<file path="src/rtl/kse_pkg.sv">
// Shared definitions for the KSE keypad path: key codes, entry-controller
// state encoding and the nibble layout of the scanner's 8-bit BCD bus.
package kse_pkg;

  localparam int unsigned KSE_BCD_W = 8;
  localparam int unsigned KEY_W     = 4;

  localparam logic [KEY_W-1:0] KEY_STAR      = 4'hE;
  localparam logic [KEY_W-1:0] KEY_HASH      = 4'hF;
  localparam logic [KEY_W-1:0] KEY_DIGIT_MAX = 4'h9;

  typedef enum logic [1:0] {
    S_IDLE    = 2'd0,
    S_CONSUME = 2'd1,
    S_DRAIN   = 2'd2,
    S_READY   = 2'd3
  } kse_state_e;

  // Only the low nibble of the scanner bus carries the key; the high nibble is don't-care.
  typedef struct packed {
    logic [KSE_BCD_W-KEY_W-1:0] rsvd;
    logic [KEY_W-1:0]           key;
  } kse_bcd_t;

  typedef enum logic [1:0] {
    KEY_CLS_DIGIT  = 2'd0,
    KEY_CLS_LETTER = 2'd1,
    KEY_CLS_STAR   = 2'd2,
    KEY_CLS_HASH   = 2'd3
  } kse_key_cls_e;

  function automatic kse_key_cls_e kse_classify(input logic [KEY_W-1:0] key);
    kse_key_cls_e cls;
    if (key <= KEY_DIGIT_MAX) begin
      cls = KEY_CLS_DIGIT;
    end else if (key == KEY_STAR) begin
      cls = KEY_CLS_STAR;
    end else if (key == KEY_HASH) begin
      cls = KEY_CLS_HASH;
    end else begin
      cls = KEY_CLS_LETTER;
    end
    return cls;
  endfunction

endpackage

</file>
<file path="src/rtl/kse_timeout_ctr.sv">
// Inter-key idle counter: cleared by key activity, counts while enabled and
// flags expiry on the edge where it reaches TIMEOUT_CYCLES-1.
module kse_timeout_ctr #(
  parameter int unsigned TIMEOUT_CYCLES = 1000
) (
  input  logic clock,
  input  logic reset,
  input  logic clear_i,
  input  logic enable_i,
  output logic expire_c_o
);

  localparam int unsigned CNT_W = $clog2(TIMEOUT_CYCLES);
  localparam logic [CNT_W-1:0] CNT_LAST = CNT_W'(TIMEOUT_CYCLES - 2);

  logic [CNT_W-1:0] cnt_q;
  logic [CNT_W-1:0] cnt_d;
  logic             expire_c;

  // A clear on the same edge always beats expiry.
  assign expire_c   = enable_i && !clear_i && (cnt_q == CNT_LAST);
  assign expire_c_o = expire_c;

  always_comb begin
    cnt_d = cnt_q;
    if (clear_i) begin
      cnt_d = '0;
    end else if (enable_i) begin
      cnt_d = expire_c ? '0 : cnt_q + CNT_W'(1);
    end
  end

  always_ff @(posedge clock) begin
    if (reset) begin
      cnt_q <= '0;
    end else begin
      cnt_q <= cnt_d;
    end
  end

endmodule

</file>
<file path="src/rtl/kse_entry_ctrl.sv">
// Keypad entry controller: sequences the KSE valid/read handshake, builds a
// multi-digit entry and hands it to the consumer over a ready/ack handshake.
module kse_entry_ctrl
  import kse_pkg::*;
#(
  parameter int unsigned MAX_DIGITS     = 4,
  parameter int unsigned TIMEOUT_CYCLES = 1000
) (
  input  logic                               clock,
  input  logic                               reset,
  input  logic                               kse_valid,
  input  logic [7:0]                         kse_bcd,
  output logic                               kse_read,
  output logic [4*MAX_DIGITS-1:0]            code,
  output logic [$clog2(MAX_DIGITS+1)-1:0]    code_len,
  output logic                               code_ready,
  input  logic                               code_ack,
  output logic                               timeout,
  output logic                               overflow
);

  localparam int unsigned CODE_W = 4 * MAX_DIGITS;
  localparam int unsigned LEN_W  = $clog2(MAX_DIGITS + 1);

  kse_state_e        state_q;
  logic [CODE_W-1:0] code_q;
  logic [LEN_W-1:0]  len_q;
  logic              read_q;
  logic              ready_q;
  logic              timeout_q;
  logic              overflow_q;
  logic              hash_go_q;

  kse_bcd_t          bcd_c;
  kse_key_cls_e      cls_c;
  logic              key_accept_c;
  logic              ack_c;
  logic              len_full_c;
  logic              ctr_clear_c;
  logic              ctr_enable_c;
  logic              expire_c;
  logic [CODE_W-1:0] code_shift_c;
  logic              unused_bcd_hi;

  assign bcd_c         = kse_bcd_t'(kse_bcd);
  assign unused_bcd_hi = ^bcd_c.rsvd;
  assign cls_c         = kse_classify(bcd_c.key);

  assign key_accept_c  = (state_q == S_IDLE) && kse_valid;
  assign ack_c         = (state_q == S_READY) && code_ack;
  assign len_full_c    = (len_q == LEN_W'(MAX_DIGITS));
  assign code_shift_c  = (code_q << 4) | CODE_W'(bcd_c.key);

  // Idle timer only runs on a partial entry that the consumer has not yet seen.
  assign ctr_clear_c   = key_accept_c || ack_c;
  assign ctr_enable_c  = (len_q != '0) && (state_q != S_READY);

  kse_timeout_ctr #(
    .TIMEOUT_CYCLES (TIMEOUT_CYCLES)
  ) u_timeout (
    .clock      (clock),
    .reset      (reset),
    .clear_i    (ctr_clear_c),
    .enable_i   (ctr_enable_c),
    .expire_c_o (expire_c)
  );

  always_ff @(posedge clock) begin
    if (reset) begin
      state_q    <= S_IDLE;
      code_q     <= '0;
      len_q      <= '0;
      read_q     <= 1'b0;
      ready_q    <= 1'b0;
      timeout_q  <= 1'b0;
      overflow_q <= 1'b0;
      hash_go_q  <= 1'b0;
    end else begin
      read_q     <= 1'b0;
      timeout_q  <= 1'b0;
      overflow_q <= 1'b0;

      case (state_q)
        S_IDLE: begin
          if (kse_valid) begin
            state_q   <= S_CONSUME;
            read_q    <= 1'b1;
            hash_go_q <= 1'b0;
            case (cls_c)
              KEY_CLS_DIGIT: begin
                if (len_full_c) begin
                  overflow_q <= 1'b1;
                end else begin
                  code_q <= code_shift_c;
                  len_q  <= len_q + LEN_W'(1);
                end
              end
              KEY_CLS_STAR: begin
                code_q <= '0;
                len_q  <= '0;
              end
              KEY_CLS_HASH: begin
                hash_go_q <= (len_q != '0);
              end
              default: begin
              end
            endcase
          end
        end

        S_CONSUME: begin
          state_q <= S_DRAIN;
        end

        // Hold here until the scanner drops valid so one assertion yields one key.
        S_DRAIN: begin
          if (!kse_valid) begin
            hash_go_q <= 1'b0;
            if (hash_go_q && !expire_c) begin
              state_q <= S_READY;
              ready_q <= 1'b1;
            end else begin
              state_q <= S_IDLE;
            end
          end
        end

        S_READY: begin
          if (code_ack) begin
            state_q <= S_IDLE;
            ready_q <= 1'b0;
            code_q  <= '0;
            len_q   <= '0;
          end
        end

        default: begin
          state_q <= S_IDLE;
        end
      endcase

      // Expiry never coincides with an accepted key, so it can override the case above.
      if (expire_c) begin
        code_q    <= '0;
        len_q     <= '0;
        timeout_q <= 1'b1;
        hash_go_q <= 1'b0;
      end
    end
  end

  assign kse_read   = read_q;
  assign code       = code_q;
  assign code_len   = len_q;
  assign code_ready = ready_q;
  assign timeout    = timeout_q;
  assign overflow   = overflow_q;

endmodule

</file>
<file path="config.mk">
export PLATFORM = sky130hd
export DESIGN_NAME = kse_entry_ctrl
export DESIGN_NICKNAME = d
export VERILOG_FILES = /design/src/rtl/kse_pkg.sv /design/src/rtl/kse_timeout_ctr.sv /design/src/rtl/kse_entry_ctrl.sv
export SDC_FILE = /design/constraint.sdc
export NUM_CORES = 1
export LEC_CHECK = 0
export ABC_AREA = 1
export CAP_MARGIN = 20
export CORE_MARGIN = 2
export CORE_UTILIZATION = 56
export CTS_CLUSTER_DIAMETER = 40
export DETAILED_ROUTE_END_ITERATION = 6
export MAX_ROUTING_LAYER = met4
export PLACE_DENSITY = 0.88
export SLEW_MARGIN = 20
export SYNTH_ARGS = -nofsm -noshare
export SYNTH_HDL_FRONTEND = slang
export SYNTH_SLANG_ARGS = --single-unit
</file>
<file path="constraint.sdc">
create_clock -name clock -period 4.7 [get_ports clock]
set_input_delay 0.94 -clock clock [delete_from_list [all_inputs] [get_ports clock]]
set_output_delay 0.94 -clock clock [all_outputs]
set_load 0.05 [all_outputs]
</file>
==> results by group <==
Place
  – Port-buffer cells: 30
  – Post-DP HPWL: around 2800 µm
  – GPL Wtd Cong: approximately 0.86
  – Post-Place Cells: 353

Logic synthesis
  – Synthesis Warnings: 0
  – Synth cell types: 28
  – Syn avg cell area: between 6 and 7 µm²
  – FF+latch count, synth: 36
  – Mapped Area: 0.00192 mm²
  – Syn Inst Count: between 200 and 300
  – Post-synthesis sequential area ratio: between 30% and 40%
  – Syn nets: 302

Timing
  – Slew HR: ~52%
  – Slew @ Worst Pin: 0.711 ns
  – Slew Viols, Final: 0
  – Setup total negative slack: 0 ns
  – Final hold viol count: 0
  – Fin crit period: about 2.5 ns
  – Setup-failing EPs final: 0
  – Worst Skew: ~0.0082 ns
  – Period utilisation layout: 54.1%
  – RSZ-0062 raised after global routing: no
  – Fmax: about 400 MHz

Worst hold path
  – Hold depth: 2
  – Hold EP: u_timeout.cnt_q[8]
  – HP Start: u_timeout.cnt_q[8]
  – Type of the most critical hold path: reg2reg

Floorplan
  – Core area: approximately 0.0033 mm²
  – Die Footprint: a little under 0.004 mm²
  – Die Y-Extent: 62.6 µm
  – Die X: 62.6 µm
  – Initial Util: 58.0%
  – FP Rows: 21
  – Top Ports: 35

GRT
  – Vias in the first global route: 1696
  – Largest net degree at the start of global routing: 19
  – Initial antenna violation count: 0
  – Gr ovfl total: 0
  – All-layer global routing usage: 23.3%
  – First-pass GRT wire length: 7210 µm

Clock network
  – Post-CTS setup buffer count: 0
  – H-tree level count: 2
  – # resized after CTS: 0
  – Root buffer cell: clkbuf_4
  – Clock Path Buffers: 2
  – CTS tree: built
  – CTS sink cnt: 36
  – Clock slew at reported path FFs: 0.11 ns
  – Insertion delay to the later sink of the worst-skew pair: 0.34 ns
  – Cts bufs inserted: 5
  – Post-CTS Hold Buffers: 0

Drt
  – Antenna violation net count after detailed routing: 0
  – Vias per cell: between 5 and 6
  – Via count: 1819
  – Residual DRC: 0
  – Drt first-iter violations: 76
  – Avg WL per Cell: 10.7 µm
  – Pre-Repair DR Iteration Count: 4
  – Drt total wl: 3860 µm

Setup path
  – WP data arrival: 1.60 ns
  – Reg2reg setup slack: roughly 2.7 ns
  – Critical path's slowest cell: clkdlybuf4s50_1
  – CP cell instances: clkdlybuf4s50_1
  – Register-to-Register Path Depth: 7
  – Crit Path Category: reg2out
  – Worst flop-to-flop path startpoint: state_q[1]
  – Critical Path Sink Type: primary output
  – CP Max Fanout: 5
  – Bufs and invs on worst path: 1
  – Worst Path Required: 3.76 ns
  – Critical path launch point type: flop
  – RR Endpoint: code_len[0]
  – Cell family with most CP delay: buffers and inverters
  – Crit path largest cell delay: between 0.8 and 0.9 ns

Pwr
  – Max VDD drop: 0.326 mV
  – P_leak: around 0.00099 µW
  – Final Power: 1570 µW
  – Pwr Density: 691 mW/mm²

Cells and area
  – Most frequent cells in the layout: 72 x nand2_1, 50 x nor2_1, 36 x dfxtp_1, 30 x inv_1, 30 x clkdlybuf4s50_1
  – Non-Filler Instances: 360
  – # diodes: 0
  – Layout cell share with drive strength beyond 1: 8.28%
  – Area grow syn2layout: 18.4%
  – Commonest non-fill, non-tap cell in the layout: nand2_1
  – # nets final: 334

Run status
  – Outcome: finished clean

Job
  – Max-cap violations: 0
through the flow:
stage               util [%]  worst slack (ns)  cell area [µm²]  hold slack (ns)
finish                  68.7              2.16             2270            0.465
global route            68.7              2.01             2270            0.522
CTS                     68.7              2.14             2270            0.468
detailed placement      67.3              1.89             2230            0.453
global placement        67.3              1.92             2230            0.448
floorplan                  -              2.78             1920            0.434
metal layers:
layer  global-route usage [%]  part of all wire [%]  wire length (µm)
met5                        -                     0                 0
met4                     8.89                   1.7                67
met3                     6.67                   4.3               167
met2                     39.5                    48              1870
met1                     26.1                    46              1760
worst max-delay path by stage:
stage | cells past startpoint | endpoint | startpoint
global placement | 8 | code_len[0] | kse_bcd[3]
detailed placement | 9 | code[8] | kse_bcd[3]
finish | 1 | code_len[2] | code_len[2]
floorplan | 10 | code[10] | kse_bcd[0]
global route | 9 | code_len[0] | kse_bcd[3]
CTS | 1 | code_len[2] | code_len[2]
synthesized netlist by cell type, drive strengths merged:
cell / instances / area (µm²)
a21oi: 13 / 65.1
a31o: 1 / 8.76
a31oi: 1 / 6.26
buf: 5 / 51.3
dfxtp: 36 / 721
ha: 8 / 100
inv: 33 / 131
nand2: 76 / 305
nand3: 26 / 130
nand4: 5 / 31.3
nor2: 61 / 262
nor3: 4 / 31.3
nor3b: 1 / 7.51
o211ai: 1 / 7.51
o21ai: 8 / 40.0
or2: 1 / 6.26
xor2: 2 / 17.5
sequential cells by signal, summed over array words and instances (netlist names):
| signal | flops |
|---|---|
| code | 16 |
| code_len | 3 |
| code_ready | 1 |
| hash_go_q | 1 |
| kse_read | 1 |
| overflow | 1 |
| state_q | 2 |
| timeout | 1 |
| u_timeout.cnt_q | 10 |
worst register-to-register path: cells and delay by family, from the launching register on:
kind,cells,cell delay (ns)
compound gates,1,0.22
fa+ha+maj,1,0.31
buf+inv,1,0.14
flops,1,0.36
simple gates,4,0.87
logic make-up after synthesis:
| group | after synthesis | share of synthesized area, % |
|---|---|---|
| and+or+nand+nor | 174 | 40.2 |
| buffers and inverters | 38 | 9.50 |
| DFF | 36 | 37.5 |
| adders and majority gates | 8 | 5.21 |
| AOI/OAI and AO/OA | 24 | 6.64 |
| xor gates and xnor gates | 2 | 0.912 |
cell type report:
type	count	area, µm²
clock buffer	6	41.3
clock inverter	1	5.00
fill	308	1040
inverter	33	131
multi-input combinational	208	1020
sequential	36	721
tap	46	57.6
timing repair buffer	30	300
where the power goes:
group | leakage, µW | total, µW | internal [µW] | switching, µW
combinational | 0.000665 | 943 | 307 | 636
sequential | 0.000295 | 471 | 400 | 71.1
clock | 0.0000281 | 157 | 55.1 | 102
(Power assumes the default switching activity.)
